File: src/rtl/rom_loader.sv
// rom_loader: ioctl download port to SDRAM boot-write bridge.
// Decodes the image index and file extension into an SDRAM page, mirrors
// writes across banks, paces the host with ioctl_wait and records which
// expansion pages have been written.
// Optional build macro: COMBO_LOAD_EN (extension "Z0" loads a combo image
// whose first 16 KB land in page 0x000 and the remainder in the MF2 slot).
module rom_loader #(
  parameter int PAGE_W = 8,
  parameter int NUM_BANKS = 2,
  parameter logic [PAGE_W-1:0] MALFORMED_PAGE = PAGE_W'(8'hEE),
  localparam int BANK_W = (NUM_BANKS > 1) ? $clog2(NUM_BANKS) : 1,
  localparam int ADDR_W = PAGE_W + 15,
  localparam int MAP_W = 2 ** PAGE_W
) (
  input  logic              clk_sys,
  input  logic              reset_n,
  input  logic              ce_ref,
  input  logic              ioctl_download,
  input  logic              ioctl_wr,
  input  logic [7:0]        ioctl_index,
  input  logic [24:0]       ioctl_addr,
  input  logic [7:0]        ioctl_dout,
  input  logic [15:0]       ioctl_file_ext,
  output logic              ioctl_wait,
  output logic              mem_wr,
  output logic [ADDR_W-1:0] mem_addr,
  output logic [BANK_W-1:0] mem_bank,
  output logic [7:0]        mem_din,
  output logic [MAP_W-1:0]  rom_map,
  output logic              busy
);

  typedef enum logic [1:0] {S_IDLE, S_ARM, S_WRITE} state_t;

  localparam logic [7:0]        MF_BYTE   = 8'(MALFORMED_PAGE);
  localparam logic [15:0]       EXT_ZZ    = 16'h5A5A;
  localparam logic [BANK_W-1:0] LAST_BANK = BANK_W'(NUM_BANKS - 1);

  // One ASCII hex digit to a nibble, falling back to dflt for non-hex text.
  function automatic logic [3:0] hex_nib(input logic [7:0] ch, input logic [3:0] dflt);
    if (ch >= 8'h30 && ch <= 8'h39)      hex_nib = ch[3:0];
    else if (ch >= 8'h41 && ch <= 8'h46) hex_nib = ch[3:0] + 4'd9;
    else                                 hex_nib = dflt;
  endfunction

  // Extension text to {exp_flag, page}; "ZZ" selects the non-expansion page 0.
  function automatic logic [PAGE_W:0] ext_page(input logic [15:0] ext);
    logic [7:0] p;
    p = {hex_nib(ext[15:8], MF_BYTE[7:4]), hex_nib(ext[7:0], MF_BYTE[3:0])};
    if (ext == EXT_ZZ) ext_page = '0;
    else               ext_page = {1'b1, PAGE_W'(p)};
  endfunction

  // System ROM set slots: base, expansion 0, expansion 7, MF2 (all ones).
  function automatic logic [PAGE_W:0] slot_page(input logic [1:0] slot);
    case (slot)
      2'd0:    slot_page = '0;
      2'd1:    slot_page = {1'b1, PAGE_W'(0)};
      2'd2:    slot_page = {1'b1, PAGE_W'(7)};
      default: slot_page = '1;
    endcase
  endfunction

  state_t              state_q, state_d;
  logic                dl_q;
  logic [PAGE_W:0]     page_q, page_d;
  logic [ADDR_W-1:0]   addr_q, addr_d;
  logic [BANK_W-1:0]   bank_q, bank_d;
  logic [7:0]          din_q, din_d;
  logic                mirror_q, mirror_d;
  logic                wr_q, wr_d;
  logic                wait_q, wait_d;
  logic [MAP_W-1:0]    map_q, map_d;

  logic                start, accept, no_add, mir_sel;
  logic [PAGE_W:0]     page_dec, page_cur, sel;
  logic [PAGE_W-1:0]   page_off;
  logic [BANK_W-1:0]   bank_sel;
  logic [10:0]         seg;

`ifdef COMBO_LOAD_EN
  localparam logic [15:0] EXT_Z0 = 16'h5A30;
  logic combo_q, combo_d, combo_img_q, combo_img_d, combo_dec;
`endif

  // Next-state: page decode on download start, byte acceptance and the write FSM.
  always_comb begin
    state_d  = state_q;
    page_d   = page_q;
    addr_d   = addr_q;
    bank_d   = bank_q;
    din_d    = din_q;
    mirror_d = mirror_q;
    wr_d     = wr_q;
    wait_d   = wait_q;
    map_d    = map_q;
    start    = ioctl_download & ~dl_q & (ioctl_index != 8'd0);
    page_dec = ext_page(ioctl_file_ext);
`ifdef COMBO_LOAD_EN
    combo_d     = combo_q;
    combo_img_d = combo_img_q;
    combo_dec   = (ioctl_file_ext == EXT_Z0);
    if (combo_dec) page_dec = '0;
    no_add      = start ? combo_dec : combo_img_q;
`else
    no_add      = 1'b0;
`endif
    // A start in the same cycle as a byte applies to that byte.
    page_cur = start ? page_dec : page_q;
    seg      = ioctl_addr[24:14];
    page_off = no_add ? '0 : PAGE_W'(ioctl_addr[21:14]);
    accept   = 1'b0;
    sel      = '0;
    bank_sel = '0;
    mir_sel  = 1'b0;
    if (ioctl_index != 8'd0) begin
      accept  = 1'b1;
      sel     = {page_cur[PAGE_W], page_cur[PAGE_W-1:0] + page_off};
      mir_sel = (ioctl_index[7:6] == 2'd1) | (|ioctl_index[5:0]);
      if (!mir_sel && ioctl_index[7:6] == 2'd3) bank_sel = BANK_W'(1);
    end else if (seg < 11'(4 * NUM_BANKS)) begin
      accept   = 1'b1;
      sel      = slot_page(seg[1:0]);
      bank_sel = BANK_W'(seg[10:2]);
    end

    case (state_q)
      S_IDLE: begin
        if (ioctl_download && ioctl_wr && accept) begin
          addr_d   = {sel, ioctl_addr[13:0]};
          bank_d   = bank_sel;
          din_d    = ioctl_dout;
          mirror_d = mir_sel;
          wait_d   = 1'b1;
          state_d  = S_ARM;
        end
      end
      S_ARM: begin
        if (ce_ref) begin
          wr_d    = 1'b1;
          state_d = S_WRITE;
        end
      end
      default: begin
        if (ce_ref) begin
          if (mirror_q && (bank_q < LAST_BANK)) begin
            bank_d = bank_q + 1'b1;
          end else begin
            wr_d    = 1'b0;
            wait_d  = 1'b0;
            state_d = S_IDLE;
            if (addr_q[ADDR_W-1]) map_d[addr_q[ADDR_W-2:14]] = 1'b1;
`ifdef COMBO_LOAD_EN
            if (combo_q && addr_q[13:0] == 14'h3FFF) begin
              combo_d = 1'b0;
              page_d  = '1;
            end
`endif
          end
        end
      end
    endcase

    // Decode never disturbs the latched in-flight write.
    if (start) begin
      page_d = page_dec;
`ifdef COMBO_LOAD_EN
      combo_d     = combo_dec;
      combo_img_d = combo_dec;
`endif
    end
  end

  // State and output registers; reset abandons any write in flight.
  always_ff @(posedge clk_sys or negedge reset_n) begin
    if (!reset_n) begin
      state_q  <= S_IDLE;
      dl_q     <= 1'b0;
      page_q   <= {1'b1, MALFORMED_PAGE};
      addr_q   <= '0;
      bank_q   <= '0;
      din_q    <= '0;
      mirror_q <= 1'b0;
      wr_q     <= 1'b0;
      wait_q   <= 1'b0;
      map_q    <= '0;
`ifdef COMBO_LOAD_EN
      combo_q     <= 1'b0;
      combo_img_q <= 1'b0;
`endif
    end else begin
      state_q  <= state_d;
      dl_q     <= ioctl_download;
      page_q   <= page_d;
      addr_q   <= addr_d;
      bank_q   <= bank_d;
      din_q    <= din_d;
      mirror_q <= mirror_d;
      wr_q     <= wr_d;
      wait_q   <= wait_d;
      map_q    <= map_d;
`ifdef COMBO_LOAD_EN
      combo_q     <= combo_d;
      combo_img_q <= combo_img_d;
`endif
    end
  end

  assign ioctl_wait = wait_q;
  assign mem_wr     = wr_q;
  assign mem_addr   = addr_q;
  assign mem_bank   = bank_q;
  assign mem_din    = din_q;
  assign rom_map    = map_q;
  assign busy       = (state_q != S_IDLE);

endmodule

File: config.mk
export PLATFORM = sky130hd
export DESIGN_NAME = rom_loader
export DESIGN_NICKNAME = d
export VERILOG_FILES = /design/src/rtl/rom_loader.sv
export SDC_FILE = /design/constraint.sdc
export NUM_CORES = 1
export LEC_CHECK = 0
export ABC_AREA = 1
export BUFFER_PORTS_ARGS = -buffer_cell sky130_fd_sc_hd__buf_2
export CAP_MARGIN = 20
export CORE_MARGIN = 2
export CORE_UTILIZATION = 50
export DETAILED_ROUTE_END_ITERATION = 12
export GPL_TIMING_DRIVEN = 0
export PLACE_DENSITY = 0.83
export SLEW_MARGIN = 20
export SYNTH_ARGS = -nofsm -noshare
export SYNTH_HDL_FRONTEND = slang
export SYNTH_SLANG_ARGS = --single-unit
File: constraint.sdc
create_clock -name clk_sys -period 5.2 [get_ports clk_sys]
set_clock_uncertainty 0.15 [all_clocks]
set_input_delay 0 -clock clk_sys [delete_from_list [all_inputs] [get_ports clk_sys]]
set_output_delay 0 -clock clk_sys [all_outputs]
set_load 0.05 [all_outputs]
# After elaboration in Yosys (flattened, before gate mapping)
# Index checks and enable logic that the tools add are counted.
totals:
  word_cells: 102
  ff_bits: 303
  input_bits: 62
  out_inout_bits: 291
classes:
  bitwise: 9
  n_addsub: 4
  n_reduce_logical: 24
  n_eq_ne: 11
  n_mux: 32
  magnitude_cmp: 12
ops:
  columns: ["op", "count"]
  rows:
  - ["$or 256x256->256", 1]
  - ["$mux 9", 4]
  - ["$pmux 9 s3", 1]
  - ["$eq 16x15->1 const B", 1]
  - ["$ge 8x6->1 const B", 2]
  - ["$ge 8x7->1 const B", 2]
  - ["$le 8x6->1 const B", 2]
  - ["$le 8x7->1 const B", 2]
  - ["$mux 4", 4]
  - ["$reduce_and 4->1", 4]
  - ["$mux 1", 14]
  - ["$lt 11x4->1 const B", 1]
  - ["$logic_and 1x1->1", 9]
  - ["$lt 8x9->1 const B", 1]
  - ["$add 4x4->4 const B", 2]
  - ["$add 8x8->8", 1]
  - ["$demux 1 s8", 1]
  - ["$ge 8x1->1 const B", 1]
  - ["$mux 2", 4]
  - ["$reduce_bool 8->1", 1]
  - ["$eq 2x1->1 const B", 3]
  - ["$pmux 1 s2", 3]
  - ["$reduce_bool 2->1", 3]
  - ["$reduce_or 6->1", 1]
  - ["other kinds (15)", 24]

# Depth between registers and ports, before layout
# Gate-level depths: netlist of the first run.
logic_depth:
  word_depth: 8
  depth_mapped: 19
  ltp_nobuf: 19

# Worst setup path before layout of the first run
# Ideal clock, no wire load.
synth_timing:
  path_kind: "register -> register"
  start: "reg dl_q"
  end: "reg addr_q[20] (netlist: mem_addr[20])"
  setup_time_ns: 0.119
  stages_incl_launch_ff: 16
  arrival_ns: 2.148
  required_time_ns: 4.931
  period_less_slack_ns: 2.417
  n_path_buf: 0
  setup_slack_ns: 2.783
  path_cell_list: "dfrtp_1 -> nor2_1 -> inv_1 -> nor2_2 -> inv_2 -> a22o_1 -> ha_1 -> fa_1 -> nand3_1 -> nand3_1 -> nand2_1 -> nand2_1 -> a21oi_1 -> xnor2_1 -> a21oi_1 -> nor2_1"
synth_between:
  elab_chain_len: 6
synth_lines:
  columns: ["item", "line_no", "source"]
  rows:
  - ["from (decl)", "65", "logic dl_q;"]
  - ["from (signal assigned)", "193", "dl_q <= ioctl_download;"]
  - ["$not 1->1", "97", "start = ioctl_download & ~dl_q & (ioctl_index != 8'd0);"]
  - ["$and 1x1->1 (2 in a row)", "97", null]
  - ["$mux 9", null, null]
  - ["named net page_cur[0]", "76", "logic [PAGE_W:0] page_dec, page_cur, sel;"]
  - ["$add 8x8->8", "118", "sel = {page_cur[PAGE_W], page_cur[PAGE_W-1:0] + page_off};"]
  - ["$mux 9", "116", "if (ioctl_index != 8'd0) begin"]
  - ["to (signal assigned)", "195", "addr_q <= addr_d;"]
  - ["to (decl)", "67", "logic [ADDR_W-1:0] addr_q, addr_d;"]
# The timed path passes the listed nets, and every way through them passes these cells.
# A chain may end at the register's enable or synchronous reset.

# Worst setup path after layout of the first run
layout_timing:
  start: "in ioctl_file_ext[8]"
  end: "reg addr_q[21] (netlist: mem_addr[21])"
layout_between:
  elab_chain_len: 8
  elab_cells_between_ends: 14
  classes_between: "2 x add/sub; 4 x order compare; 1 x eq/ne; 5 x mux; 2 x reduce/logical"
layout_lines:
  columns: ["item", "line_no", "source"]
  rows:
  - ["from (decl)", "23", "input logic [15:0] ioctl_file_ext,"]
  - ["$ge 8x7->1 or $le 8x7->1 (tied branches)", "42", "else if (ch >= 8'h41 && ch <= 8'h46) hex_nib = ch[3:0] + 4'd9;"]
  - ["$logic_and 1x1->1", "42", null]
  - ["$mux 4", "42", null]
  - ["$mux 4", "41", "if (ch >= 8'h30 && ch <= 8'h39) hex_nib = ch[3:0];"]
  - ["$mux 9 (*)", "50", "if (ext == EXT_ZZ) ext_page = '0;"]
  - ["$mux 9 (*)", null, null]
  - ["named net page_cur[6]", "76", null]
  - ["$add 8x8->8 (*)", "118", null]
  - ["$mux 9 (*)", "116", null]
# The timed path passes the listed nets; every way through them passes the cells marked *.

==> results_dict.tcl, run 1 <==
set metrics [dict create \
    h-tree-depth 1 \
    syn_avg_cell_area_um2 12.28 \
    max_freq_ghz 0.1887 \
    finish.net_count 1501 \
    multiInputGateArea_um2 3667 \
    worst_path_most_repeated_cell "dlygate4sd3_1" \
    cp_max_fo 5 \
    wl_um 38720 \
    clockBufferDepth 3 \
    ant_nets 0 \
    max_stage_delay_ps 570 \
    num_vias 9969 \
    worstSetupPathDepth 22 \
    failed_checks "setup timing" \
    post-route-min-period_ps 5299 \
    setup_viol 1 \
    drc 0 \
    fin_crit_sh_pct 101.9 \
    critical_path.slowest_cell "dlygate4sd3_1" \
    fin_util_pct 69.57 \
    hold_viol 0 \
    core_um2 22780 \
    clk_pin_slew_ps 70 \
    synth_area_um2 11640 \
    crit_start "ioctl_file_ext[8]" \
    dpl.hpwl_um 23080 \
    dieArea_um2 24520 \
    synth_fp_nets 1027 \
    synth-seq-area-share_pct 65.19 \
    outcome "complete, but fails checks" \
    layout.area.seq_um2 7591 \
    drt-initial-drc-count 790 \
    ff2ff_setup_slack_ps 230 \
    path_delay_family "buffers and inverters" \
    start_util_pct 51.12 \
    endpoint "mem_addr[21]" \
    clock-root-buffer "clkbuf_16" \
    cts_tree "done" \
    cts.sinks 303 \
    layout-drive-gt1-share_pct 35.39 \
    worstPathRequired_ps 5540 \
    async_flop_share_pct 100.0 \
    dominantRegCellSynth "dfrtp_1" \
    ys_ff_latch 303 \
    maxSlewViolCount 0 \
    layout_setup_ws_ps -98.69 \
    die_height_um 156.6 \
    grt_pass1_vias 10143 \
    timing.rr.start "dl_q" \
    worstSetupStartpointType "primary input" \
    grt_start_max_net_pins 108 \
    grt_use_total_pct 30.48 \
    crit_type "primary input to flop" \
    antenna_cells 0 \
    n_fill_cell 1478 \
    crit_path_cell_trace "dlygate4sd3_1 -> buf_2 -> inv_1 -> ha_1 -> nor2_1 -> o21ai_0 -> nand4_1 -> a21oi_1 -> dlygate4sd3_1 -> nor2_1 -> o21ai_1 -> ha_1 -> nand2_1 -> inv_1 -> nand4_1 -> nand3_1 -> nand3_1 -> dlygate4sd3_1 -> nand3_1 -> dlygate4sd3_1 -> a21oi_1 -> dlygate4sd3_1" \
    syn2layout_area_growth_pct 36.11 \
    power_density_nw_per_um2 510.5 \
    arrival_ps 5630 \
    finalWeightedCongestion 0.8604 \
    reg2reg_depth 18 \
    grt_overflow_total 0 \
    power_uw 8090 \
    crit_buf_inv 8 \
    portBuffers 352 \
    power.leakage_uw 0.008667 \
    r2r-end "mem_addr[21]" \
    worstMarginPinSlew_ps 770.7 \
    drv_cap 0 \
    dr.pass1.iters 7 \
    io_pins 353 \
    ys_types 32 \
    antenna_found_initial 0 \
    cts-buffers-inserted 30 \
    relSlewSlack_pct 48.62 \
    rows 55 \
    syn_inst 948 \
    vias_per_cell 5.674 \
    synth-edff-count 0 \
    hp-class "primary input to flop" \
    fp.dieW_um 156.6 \
    endpoint_kind "flop" \
    yosys_warnings 0 \
    ir_worst_vdd_mv 0.4880 \
    insertion_delay_ps 550 \
    post_drt_wl_per_cell_um 22.04 \
    grt_pass1_wl_um 57780 \
]
[what timing repair did]
action / CTS / global route
hold endpoints to repair: 257 / 0
setup buffers: 0 / 8
endpoints found under the setup margin: 0 / 2
gates resized for setup: 0 / 12
hold buffers: 81 / 0
[tightest hold or removal path: cells and delay by family]
kind / cells / cell delay, ps
buffers and inverters: 2 / 610
and+or+nand+nor: 2 / 100
[cells in the final DEF (no fill, tap or decap), types with 4 or more instances in the layout]
cell type / count
buf_4: 8
o21bai_2: 36
a21oi_1: 14
a31oi_1: 7
nand3_1: 17
dfrtp_1: 296
buf_2: 354
inv_1: 42
dfstp_2: 7
buf_1: 9
clkbuf_1: 14
nor3_4: 4
bufinv_16: 4
ha_1: 15
clkbuf_8: 9
o21bai_1: 220
nand4_1: 5
nand2_2: 18
nand2_1: 139
buf_6: 16
o21ai_0: 12
clkbuf_16: 30
dlygate4sd3_1: 79
nor2_1: 50
[cell families (layout without fill, tap and decap cells)]
family | after synthesis | after routing | share of synthesized area, %
AOI/OAI and AO/OA | 301 | 301 | 19.89
xor gates and xnor gates | 2 | 2 | 0.1505
adders and majority gates | 17 | 17 | 1.891
buffers and inverters | 81 | 577 | 3.675
DFF | 303 | 303 | 65.19
and+or+nand+nor | 244 | 244 | 9.198
[stage by stage]
step | setup WS [ps] | TNS, ps | cells | area [um2] | hold WS, ps
after floorplan | 2783 | 0 | 948 | 11640 | -445.6
after global placement | -1400 | -408370 | 1613 | 13800 | 0.2386
after detailed placement | 2386 | 0 | 1615 | 13860 | -52.90
after CTS | 137.7 | 0 | 1750 | 15760 | 1.776
after global routing | -200.3 | -200.3 | 1757 | 15850 | 45.03
final | -98.69 | -98.69 | 1757 | 15850 | 48.13
[registers in the layout, summed over array words and instances (netlist names)]
signal      count
rom_map       256
mem_addr       23
ioctl_wait      1
page_q          9
mem_din         8
dl_q            1
mem_wr          1
mem_bank        1
state_q         2
mirror_q        1
[Yosys cell counts (4+ instances only)]
cell	number	area, um2
o21ai_0	15	75.07
o21bai_1	220	1652
buf_6	16	180.2
nand3_1	17	85.08
ha_1	16	200.2
clkbuf_1	9	33.78
a21oi_1	15	75.07
dfrtp_1	296	7407
o21bai_2	36	405.4
nor3_4	4	65.06
inv_1	42	157.7
dfstp_2	7	183.9
nor2_1	51	191.4
buf_1	9	33.78
nand2_2	17	106.4
nand4_1	5	31.28
nand2_1	141	529.3
a31oi_1	7	43.79
[power breakdown]
group,switching (uW),internal (uW)
Sequential,259,2720
Clock,917,1390
Combinational,2170,641
Total,3340,4750
[layer usage]
layer	track usage (%)	vias to the layer above	wire length (um)
li1	-	4152	-
met1	38.80	4922	14340
met2	50.49	694	18400
met3	7.117	201	3762
met4	12.67	0	2223
met5	0	-	0
[area by class of cell]
cell class	count	share of cell area, %
flip-flops and latches	303	47.90
multi-input cells	564	23.14
repair buffers	442	17.07
clock buffers	44	5.637
well taps	313	2.471
plain buffers	37	1.658
clock inverters	10	1.082
inverters	44	1.042
[worst min-delay path by stage]
stage / from / to / slack, ps / depth (start not counted)
floorplan: reset_n / dl_q / -450 / 0
global placement: ioctl_download / dl_q / 0.2 / 1
detailed placement: reset_n / dl_q / -50 / 1
CTS: ioctl_addr[3] / mem_addr[3] / 2 / 4
global route: ioctl_addr[0] / mem_addr[0] / 50 / 4
finish: ioctl_addr[0] / mem_addr[0] / 50 / 4
Note: power is estimated with default switching activity, not from simulation.
==> run 2, diff against run 1 <==
Settings changed: ABC_AREA 1 to default.
Clock period 5.2 ns to 5.5 ns, I/O delays scaled along.
==> run 2 against run 1 <==
Register-to-register slack better by 60 ps. Die area is 1.5% lower. Synthesized cell count is 8.1% lower. Sequential cell count stayed put. Combinational power is 2% higher. Final area is 2.0% lower. The run now ends clean. Sequential share of layout area is 0.99 points higher. First-iteration DRC count is 28% lower. Setup slack better by 390 ps.
==> results_dict.tcl, run 2 <==
set metrics [dict create \
    dpl.hpwl_um 22490 \
    dominantRegCellSynth "dfrtp_1" \
    drt-initial-drc-count 567 \
    dr.pass1.iters 5 \
    synth-seq-area-share_pct 66.20 \
    synth_top_cells_by_count "dfrtp_1, a21o_1, o21bai_1" \
    core_um2 22570 \
    maxSlewViolCount 0 \
    cp_max_fo 10 \
    critical_path.slowest_cell "dlygate4sd3_1" \
    clock-root-buffer "clkbuf_16" \
    yosys_warnings 0 \
    finalWeightedCongestion 0.8256 \
    worstSetupStartpointType "flop" \
    portBuffers 351 \
    place_ws_ps 2141 \
    worst_path_most_repeated_cell "dlygate4sd3_1" \
    cts_setup_buffers 0 \
    grt_start_max_net_pins 107 \
    synth_most_common_cell "dfrtp_1" \
    largest_register_ffs 256 \
    outcome "finished, final reports clean" \
    worstMarginPinSlew_ps 760.2 \
    post_drt_wl_per_cell_um 20.69 \
    ys_ff_latch 303 \
    drv_cap 0 \
    crit_buf_inv 4 \
    max_stage_delay_ps 590 \
    relSlewSlack_pct 49.32 \
    max_freq_ghz 0.1919 \
    crit_type "flop to flop" \
    layout-drive-gt1-share_pct 33.95 \
    worstPathRequired_ps 5790 \
    grt_use_total_pct 28.15 \
    post-route-min-period_ps 5211 \
    cts_tree "done" \
    h-tree-depth 1 \
    fin_util_pct 68.79 \
    final_cell_mix "buf_2, dfrtp_1, a21o_1" \
    grt_overflow_total 0 \
    synth_area_um2 11470 \
    syn_avg_cell_area_um2 13.17 \
    synth.top_cell.area_share_pct 64.59 \
    rows 55 \
    n_fill_cell 1579 \
    setup_viol 0 \
    endpoint_kind "flop" \
    dieArea_um2 24160 \
    drc 0 \
    hold_viol 0 \
    setup-tns-final_ps 0 \
    crit_path_cell_trace "nor2b_1 -> o21ai_2 -> dlygate4sd3_1 -> buf_2 -> nor2b_1 -> o221ai_1 -> dlygate4sd3_1 -> nand2_1 -> ha_1 -> a21o_1 -> a211o_1 -> a2111oi_1 -> nor3_1 -> xnor2_1 -> a31oi_1 -> dlygate4sd3_1" \
    insertion_delay_ps 560 \
    ant_nets 0 \
    syn_inst 871 \
    start_util_pct 50.80 \
    synth_fp_nets 950 \
    async_flop_share_pct 100.0 \
    hp-class "primary input to flop" \
    power.leakage_uw 0.009845 \
    io_pins 353 \
    final_area_um2 15530 \
    fp.dieW_um 155.4 \
    die_height_um 155.4 \
    num_vias 9167 \
    synth_top_cell_by_area "dfrtp_1" \
    grt_pass1_vias 9522 \
    clk_pin_slew_ps 60 \
    synth-edff-count 0 \
    final_common_cell "buf_2" \
    wl_um 34060 \
    syn2layout_area_growth_pct 35.41 \
    rsz0062_at_grt "no" \
    cts.sinks 303 \
    layout_setup_ws_ps 288.5 \
    fin_crit_sh_pct 94.75 \
    postPlaceCellArea_um2 13670 \
    grt_pass1_wl_um 53300 \
    finish.net_count 1415 \
    power_density_nw_per_um2 509.7 \
    path_delay_family "buffers and inverters" \
    cts-buffers-inserted 31 \
    vias_per_cell 5.569 \
    ys_types 61 \
    antenna_cells 0 \
    antenna_found_initial 0 \
    arrival_ps 5500 \
    ir_worst_vdd_mv 0.5216 \
    yosys-top-cells-area "dfrtp_1, a21o_1, o21bai_1, ha_1, dfstp_2" \
    clockBufferDepth 3 \
]
[run 2: cell count changes after synthesis, sizes merged, moves of 8 or more]
cell    previous run  this run
a21o               0       198
buf               28        18
clkbuf             9        28
inv               44        11
mux2               0        23
nand2            158        39
nand2b             0         8
nor2              54        41
o21bai           256        64
[run 2: worst reg2reg max path: cells and delay by family (launching register included)]
family / cells / cell delay, ps
flops: 1 / 370
buf+inv: 4 / 1890
fa+ha+maj: 1 / 250
xor+xnor: 1 / 240
simple gates: 4 / 850
compound gates: 6 / 1350
[run 2: kinds of logic (layout without fill, tap and decap cells)]
group	after synthesis	in the layout	synth area share [%]
AOI/OAI and AO/OA	317	317	20.15
DFF	303	303	66.20
and+or+nand+nor	146	146	6.623
buffers and inverters	57	547	2.215
muxes	25	25	2.433
adders and majority gates	17	17	1.920
xor gates and xnor gates	6	6	0.4583
[run 2: path summary, 6_finish.rpt]
check,startpoint,end,slack [ps],cells past startpoint
max,dl_q,mem_addr[21],290,16
min in group asynchronous,reset_n,rom_map[110],320,3
min reg2reg,rom_map[76],rom_map[76],300,1
min,ioctl_dout[5],mem_din[5],50,3
max reg2reg,dl_q,mem_addr[21],290,16
max in group asynchronous,reset_n,mem_addr[11],3590,5
[run 2: layout make-up]
class	count	area, um2	area share [%]
flip-flops and latches	303	7591	48.89
multi-input cells	511	3623	23.34
repair buffers	432	2630	16.94
clock buffers	40	869.6	5.600
well taps	285	356.6	2.297
plain buffers	46	212.7	1.370
clock inverters	18	202.7	1.305
inverters	11	41.29	0.2659
[run 2: report_power, final]
group	internal [uW]	total, uW	leakage [uW]	switching, uW
clock network	1270	2150	0.000526	886
registers	2620	2880	0.00411	255
logic	677	2880	0.00521	2200
[run 2: timing repair]
item,in CTS,in global routing
gates resized for setup,0,1
endpoints found under the hold margin,350,0
hold buffers,78,0
endpoints found under the setup margin,0,1
[run 2: routing by layer]
metal	vias up	global-route usage (%)	share of wire, %	wire length [um]
met2	402	47.16	48	16520
met4	0	10.35	3.6	1232
met5	-	0	0	0
met3	94	5.933	6.7	2280
met1	4651	36.47	41	14030
li1	4020	-	-	-
[run 2: per-stage QoR]
stage	hold WS (ps)	instances	total power, uW
finish	54.34	1646	7914
global route	48.01	1646	8231
CTS	25.39	1646	7915
detailed placement	-356.2	1510	5696
global placement	-6.090	1507	5631
floorplan	-445.6	871	4890
